==> config.mk <==
export PLATFORM = sky130hd
export DESIGN_NAME = pulse_sequencer
export DESIGN_NICKNAME = d
export VERILOG_FILES = /design/src/rtl/pulse_pkg.sv /design/src/rtl/pulse_sequencer_down_counter.sv /design/src/rtl/pulse_sequencer.sv
export SDC_FILE = /design/constraint.sdc
export NUM_CORES = 1
export LEC_CHECK = 0
export CAP_MARGIN = 20
export CORE_ASPECT_RATIO = 1.25
export CORE_UTILIZATION = 56
export CTS_BUF_LIST = sky130_fd_sc_hd__clkbuf_4
export DETAILED_ROUTE_END_ITERATION = 10
export GPL_TIMING_DRIVEN = 0
export PLACE_DENSITY = 0.82
export SYNTH_ARGS = -nofsm -noshare
export SYNTH_HDL_FRONTEND = slang
export SYNTH_SLANG_ARGS = --single-unit
export TNS_END_PERCENT = 100
==> constraint.sdc <==
create_clock -name clock -period 2.4 [get_ports clock]
set_clock_uncertainty 0.05 [all_clocks]
set_input_delay 0.48 -clock clock [delete_from_list [all_inputs] [get_ports clock]]
set_output_delay 0.48 -clock clock [all_outputs]
set_load 0.03 [all_outputs]
==> src/rtl/pulse_pkg.sv <==
// pulse_pkg
// Shared definitions for the pulse sequencer slice.
//   state_t     : sequencer FSM states (IDLE, DELAY, HIGH, GAP)
//   CNT_W_DEF   : default width of the delay/width/gap counters
//   NUM_W_DEF   : default width of the pulse-count field
//   eff(x)      : maps a zero field to 1 so that "0" behaves like "1"
package pulse_pkg;

    localparam int CNT_W_DEF = 8;
    localparam int NUM_W_DEF = 4;

    typedef enum logic [1:0] {
        IDLE  = 2'd0,
        DELAY = 2'd1,
        HIGH  = 2'd2,
        GAP   = 2'd3
    } state_t;

    // Operates on a 32-bit value so it serves every field width;
    // callers cast their field in and truncate the result back.
    function automatic logic [31:0] eff(input logic [31:0] x);
        return (x == 32'd0) ? 32'd1 : x;
    endfunction

endpackage

==> src/rtl/pulse_sequencer_down_counter.sv <==
// down_counter
// Loadable down-counter with a zero flag, shared by the DELAY, HIGH
// and GAP phases of the pulse sequencer.
// Ports:
//   clock      : system clock
//   reset_n    : asynchronous active-low reset (counter clears to 0)
//   load       : load load_value this edge (has priority over dec)
//   load_value : value to load
//   dec        : decrement by one this edge (held at 0, never wraps)
//   zero       : high while the counter holds 0
module down_counter #(
    parameter int CNT_W = 8
) (
    input  logic             clock,
    input  logic             reset_n,
    input  logic             load,
    input  logic [CNT_W-1:0] load_value,
    input  logic             dec,
    output logic             zero
);

    logic [CNT_W-1:0] cnt;

    // Load wins over decrement; decrement is suppressed at zero so the
    // value can never wrap even if the controller asks for it.
    always_ff @(posedge clock or negedge reset_n) begin
        if (!reset_n) begin
            cnt <= '0;
        end else if (load) begin
            cnt <= load_value;
        end else if (dec && (cnt != '0)) begin
            cnt <= cnt - CNT_W'(1);
        end
    end

    assign zero = (cnt == '0);

endmodule

==> src/rtl/pulse_sequencer.sv <==
// pulse_sequencer
// Counter-driven FSM that emits a delayed, repeated pulse train.
// Ports:
//   clock   : system clock, all state changes on posedge
//   reset_n : asynchronous active-low reset
//   on      : enable; dropping it mid-sequence aborts
//   start   : request, only sampled in IDLE
//   delay   : cycles from acceptance to the first rising edge of signal
//   width   : high time per pulse (0 treated as 1)
//   gap     : low time between pulses (0 treated as 1)
//   count   : pulses per sequence (0 treated as 1)
//   signal  : registered pulse train
//   busy    : high while a sequence is active
//   done    : one-cycle strobe after the last pulse completes
//   aborted : one-cycle strobe when on falls mid-sequence
module pulse_sequencer
    import pulse_pkg::*;
#(
    parameter int CNT_W = CNT_W_DEF,
    parameter int NUM_W = NUM_W_DEF
) (
    input  logic             clock,
    input  logic             reset_n,
    input  logic             on,
    input  logic             start,
    input  logic [CNT_W-1:0] delay,
    input  logic [CNT_W-1:0] width,
    input  logic [CNT_W-1:0] gap,
    input  logic [NUM_W-1:0] count,
    output logic             signal,
    output logic             busy,
    output logic             done,
    output logic             aborted
);

    state_t           state;
    logic [CNT_W-1:0] width_r;
    logic [CNT_W-1:0] gap_r;
    logic [NUM_W-1:0] pulses_left;

    logic [CNT_W-1:0] width_in_eff;
    logic [CNT_W-1:0] gap_in_eff;
    logic [NUM_W-1:0] count_in_eff;

    logic             cnt_load;
    logic [CNT_W-1:0] cnt_value;
    logic             cnt_dec;
    logic             cnt_zero;
    logic             accept;

    assign width_in_eff = CNT_W'(eff(32'(width)));
    assign gap_in_eff   = CNT_W'(eff(32'(gap)));
    assign count_in_eff = NUM_W'(eff(32'(count)));
    assign accept       = (state == IDLE) && start && on;

    down_counter #(
        .CNT_W(CNT_W)
    ) u_counter (
        .clock      (clock),
        .reset_n    (reset_n),
        .load       (cnt_load),
        .load_value (cnt_value),
        .dec        (cnt_dec),
        .zero       (cnt_zero)
    );

    // Counter control mirrors the FSM transitions below. At acceptance the
    // latched width is not yet available, so the zero-delay case uses the
    // live input. Leaving a sequence (abort or done) parks the counter at 0.
    always_comb begin
        cnt_load  = 1'b0;
        cnt_value = '0;
        cnt_dec   = 1'b0;
        case (state)
            IDLE: begin
                if (accept) begin
                    cnt_load  = 1'b1;
                    cnt_value = (delay == '0) ? (width_in_eff - CNT_W'(1))
                                              : (delay - CNT_W'(1));
                end
            end
            DELAY, HIGH, GAP: begin
                if (!on) begin
                    cnt_load  = 1'b1;
                    cnt_value = '0;
                end else if (cnt_zero) begin
                    cnt_load = 1'b1;
                    if (state == HIGH) begin
                        cnt_value = (pulses_left == NUM_W'(1)) ? '0
                                                               : (gap_r - CNT_W'(1));
                    end else begin
                        cnt_value = width_r - CNT_W'(1);
                    end
                end else begin
                    cnt_dec = 1'b1;
                end
            end
            default: begin
                cnt_load  = 1'b1;
                cnt_value = '0;
            end
        endcase
    end

    // Main FSM with registered outputs. done/aborted are strobes, cleared
    // every edge unless this edge's transition sets them. Abort is checked
    // before any counter-driven transition so it always wins.
    always_ff @(posedge clock or negedge reset_n) begin
        if (!reset_n) begin
            state       <= IDLE;
            signal      <= 1'b0;
            busy        <= 1'b0;
            done        <= 1'b0;
            aborted     <= 1'b0;
            width_r     <= '0;
            gap_r       <= '0;
            pulses_left <= '0;
        end else begin
            done    <= 1'b0;
            aborted <= 1'b0;
            case (state)
                IDLE: begin
                    if (accept) begin
                        width_r     <= width_in_eff;
                        gap_r       <= gap_in_eff;
                        pulses_left <= count_in_eff;
                        busy        <= 1'b1;
                        if (delay == '0) begin
                            state  <= HIGH;
                            signal <= 1'b1;
                        end else begin
                            state <= DELAY;
                        end
                    end
                end
                DELAY, HIGH, GAP: begin
                    if (!on) begin
                        state   <= IDLE;
                        signal  <= 1'b0;
                        busy    <= 1'b0;
                        aborted <= 1'b1;
                    end else if (cnt_zero) begin
                        if (state == HIGH) begin
                            signal <= 1'b0;
                            if (pulses_left == NUM_W'(1)) begin
                                state <= IDLE;
                                busy  <= 1'b0;
                                done  <= 1'b1;
                            end else begin
                                state       <= GAP;
                                pulses_left <= pulses_left - NUM_W'(1);
                            end
                        end else begin
                            state  <= HIGH;
                            signal <= 1'b1;
                        end
                    end
                end
                default: begin
                    state  <= IDLE;
                    signal <= 1'b0;
                    busy   <= 1'b0;
                end
            endcase
        end
    end

endmodule
==> reports/qor.txt <==
Status: finished clean
Max VDD drop: 0.726 mV
Rel. slew slack: 49.2%
Root Buffer: clkbuf_4
Die Area: 4470 um2
# diodes: 0
Cell taking the most area after synthesis: dfrtp_1
Synth Cell Area: 2360 um2
Count leader, synth: nand2_1
Initial antenna violation count: 0
Average wire per standard cell: 16.3 um
Routability cong.: 0.916
Pleak: 1.31 nW
Multi-input gate area: 1490 um2
Clock sinks: 34
Drt drc: 0
Post-Synthesis Cells: 280
Startpoint types: input port
Nets: 366
Worst min-delay path category: input port to async pin
Synth Flop Type: dfrtp_1
Worst endpoint data arrival time: 2.55 ns
Filler Cells Inserted: 326
Clock power frac: 15.8%
Asr flop ratio synth: 100%
Sequential area share after synthesis: 36.1%
Post-synth top area share: 36.1%
I/O Buffers: 35
TritonCTS clock tree: done
Yosys Warn Count: 0
Critical path class: input port to flip-flop
Core region area: 4070 um2
FF-to-FF path depth: 7
Max Clock Freq: 0.426 GHz
Synth area leaders: dfrtp_1 36%, nand2_1 8.8%, xnor2_1 3.3%
GRT Total Usage: 30.3%
Layout Utilization: 73.4%
Tcrit/Tclk final: 97.8%
CP endpoint: u_counter.cnt[6]$_DFFE_PN0P_
Final ANT Viol Nets: 0
Pre-Repair DR Iteration Count: 4
Switching part of the total power: 43.4%
Net Sw Power: 0.00143 W
Dpl hpwl: 4450 um
Die Ht: 74.5 um
Drt initial violations: 194
Final number of setup-violating endpoints: 0
Final WL: 6270 um
Vias in the first global route: 2271
Grt ovf: 0
Pwr dens: 1110 nW/um2
Max-slew violations: 0
Vias: 2355
Worst-path clk slew: 0.11 ns
First-pass GRT wire length: 10300 um
Yosys cell types: 60
Commonest cells in the netlist: 55 x nand2_1, 34 x dfrtp_1, 16 x nor2_1
CTS Buf Count: 5
Max Cap Viol: 0
Register share of total power: 34.0%
Fin crit period: 2.35 ns
P&R area growth vs syn: 26.8%
Required @ worst endpoint: 2.60 ns
Initial core utilization: 57.9%
Mapped Avg Cell Area: 8.41 um2
FF+latch count, synth: 34
Worst setup EP type: flip-flop
Clk_lat worst skew: 0.34 ns
H-Tree Level Count: 2
Die X-Extent: 60.0 um
CTS Hold Buffers Added: 0
Post-synth EDFFs: 0
Seq. cell area: 851 um2
Critical-path maximum fanout: 5
Origin of the worst setup path: delay[5]
Critical R2R Capture: u_counter.cnt[5]$_DFFE_PN0P_
R2r setup slk: 0.14 ns
I/O pin count: 36
Worst r2r src: u_counter.cnt[0]$_DFFE_PN0P_
Comb pwr share: 50.2%
Internal Power: 0.00187 W
WHS: 0.145 ns
Via density: 6.12
Fin. Hold Viols: 0
# rows: 26
Clock Tree Buf Depth: 2
Layout cell share with drive strength beyond 1: 13.1%
Worst-Margin Slew: 0.762 ns
Largest net degree at the start of global routing: 35
Synth Net Count: 318
-- timing repair --
item,CTS,global route
setup endpoints to repair,3,5
setup buffers,5,1
resized for setup,14,16
pin swaps,6,3
-- metrics by stage --
step                power [W]  area [um2]  worst slack (ns)   TNS, ns  cells
floorplan             0.00227        2360             0.150         0    280
global placement      0.00269        2780            -0.559     -2.47    371
detailed placement    0.00273        2770            -0.616     -2.82    371
CTS                   0.00327        2940            0.0144         0    384
global route          0.00354        2990          -0.00538  -0.00538    385
finish                0.00331        2990            0.0526         0    385
-- worst min-delay path by stage --
stage	start	to	slack, ns	cells past startpoint
2_1_floorplan	reset_n	aborted$_DFF_PN0_	0.13	0
3_3_place_gp	busy$_DFFE_PN0P_	busy$_DFFE_PN0P_	0.42	1
3_5_place_dp	busy$_DFFE_PN0P_	busy$_DFFE_PN0P_	0.43	1
4_1_cts	reset_n	gap_r[2]$_DFFE_PN0P_	0.18	1
5_1_grt	reset_n	gap_r[2]$_DFFE_PN0P_	0.19	1
6_report	reset_n	aborted$_DFF_PN0_	0.14	1
-- power groups by stage --
stage                     Sequential (W)  Combinational [W]  Clock, W
after floorplan                  0.00109            0.00118         0
after global placement           0.00111            0.00157         0
after detailed placement         0.00113            0.00160         0
after CTS                        0.00111            0.00162  0.000527
after global routing             0.00116            0.00182  0.000553
final                            0.00112            0.00166  0.000523
-- critical path, cell delays in order --
cell and delay [ns]:
dlygate4sd2_1 0.29, or4_4 0.60, nor3_4 0.22, nor2_1 0.07
ha_1 0.22, nor3b_4 0.17, o311ai_2 0.11, xor2_1 0.21
nand2_1 0.09, o311ai_1 0.08
-- layout by cell type (no fill, tap or decap), types with 4 or more instances in the layout --
| cell | count |
|---|---|
| ha_1 | 6 |
| o21ai_0 | 12 |
| nor3_4 | 4 |
| o21ai_1 | 10 |
| nor3b_1 | 6 |
| o31ai_1 | 5 |
| dlygate4sd2_1 | 5 |
| clkbuf_4 | 5 |
| nand3_1 | 5 |
| nand2_1 | 55 |
| xnor2_1 | 9 |
| nor4_1 | 6 |
| xor2_1 | 5 |
| clkdlybuf4s50_1 | 19 |
| buf_4 | 6 |
| dlymetal6s2s_1 | 8 |
| nor2_1 | 16 |
| buf_2 | 5 |
| dfrtp_1 | 34 |
| o21a_1 | 4 |
| a21oi_1 | 14 |
| inv_1 | 12 |
| nor3_1 | 12 |
-- kinds of logic (layout without fill, tap and decap cells) --
logic type / count (synthesis) / in the layout / synth area share [%]
muxes: 2 / 2 / 0.903
AOI/OAI and AO/OA: 80 / 80 / 24.2
xor gates and xnor gates: 14 / 14 / 5.20
buffers and inverters: 20 / 69 / 3.40
DFF: 34 / 34 / 36.1
adders and majority gates: 6 / 6 / 3.19
and+or+nand+nor: 124 / 124 / 27.0
-- sequential cells by signal, indices dropped and copies added, names as in the netlist --
| signal | flops |
|---|---|
| pulses_left | 4 |
| aborted | 1 |
| u_counter.cnt | 8 |
| gap_r | 8 |
| state | 2 |
| signal | 1 |
| done | 1 |
| width_r | 8 |
| busy | 1 |
-- per-layer routing --
metal,up-vias,part of all wire [%],GRT usage [%]
li1,1127,-,-
met1,1105,40,36.3
met2,105,52,52.6
met3,18,5.5,5.57
met4,0,2.4,12.9
met5,-,0,0
-- area by class of cell --
cell class                      instances  share of cell area (%)
Buffer                                  8                    1.17
Clock buffer                            5                    1.26
Clock inverter                          3                    2.14
Inverter                               12                    1.51
Multi-Input combinational cell        226                    49.9
Sequential cell                        34                    28.5
Tap cell                               56                    2.35
Timing Repair Buffer                   41                    13.2
Power figures use the tool's default switching activity.
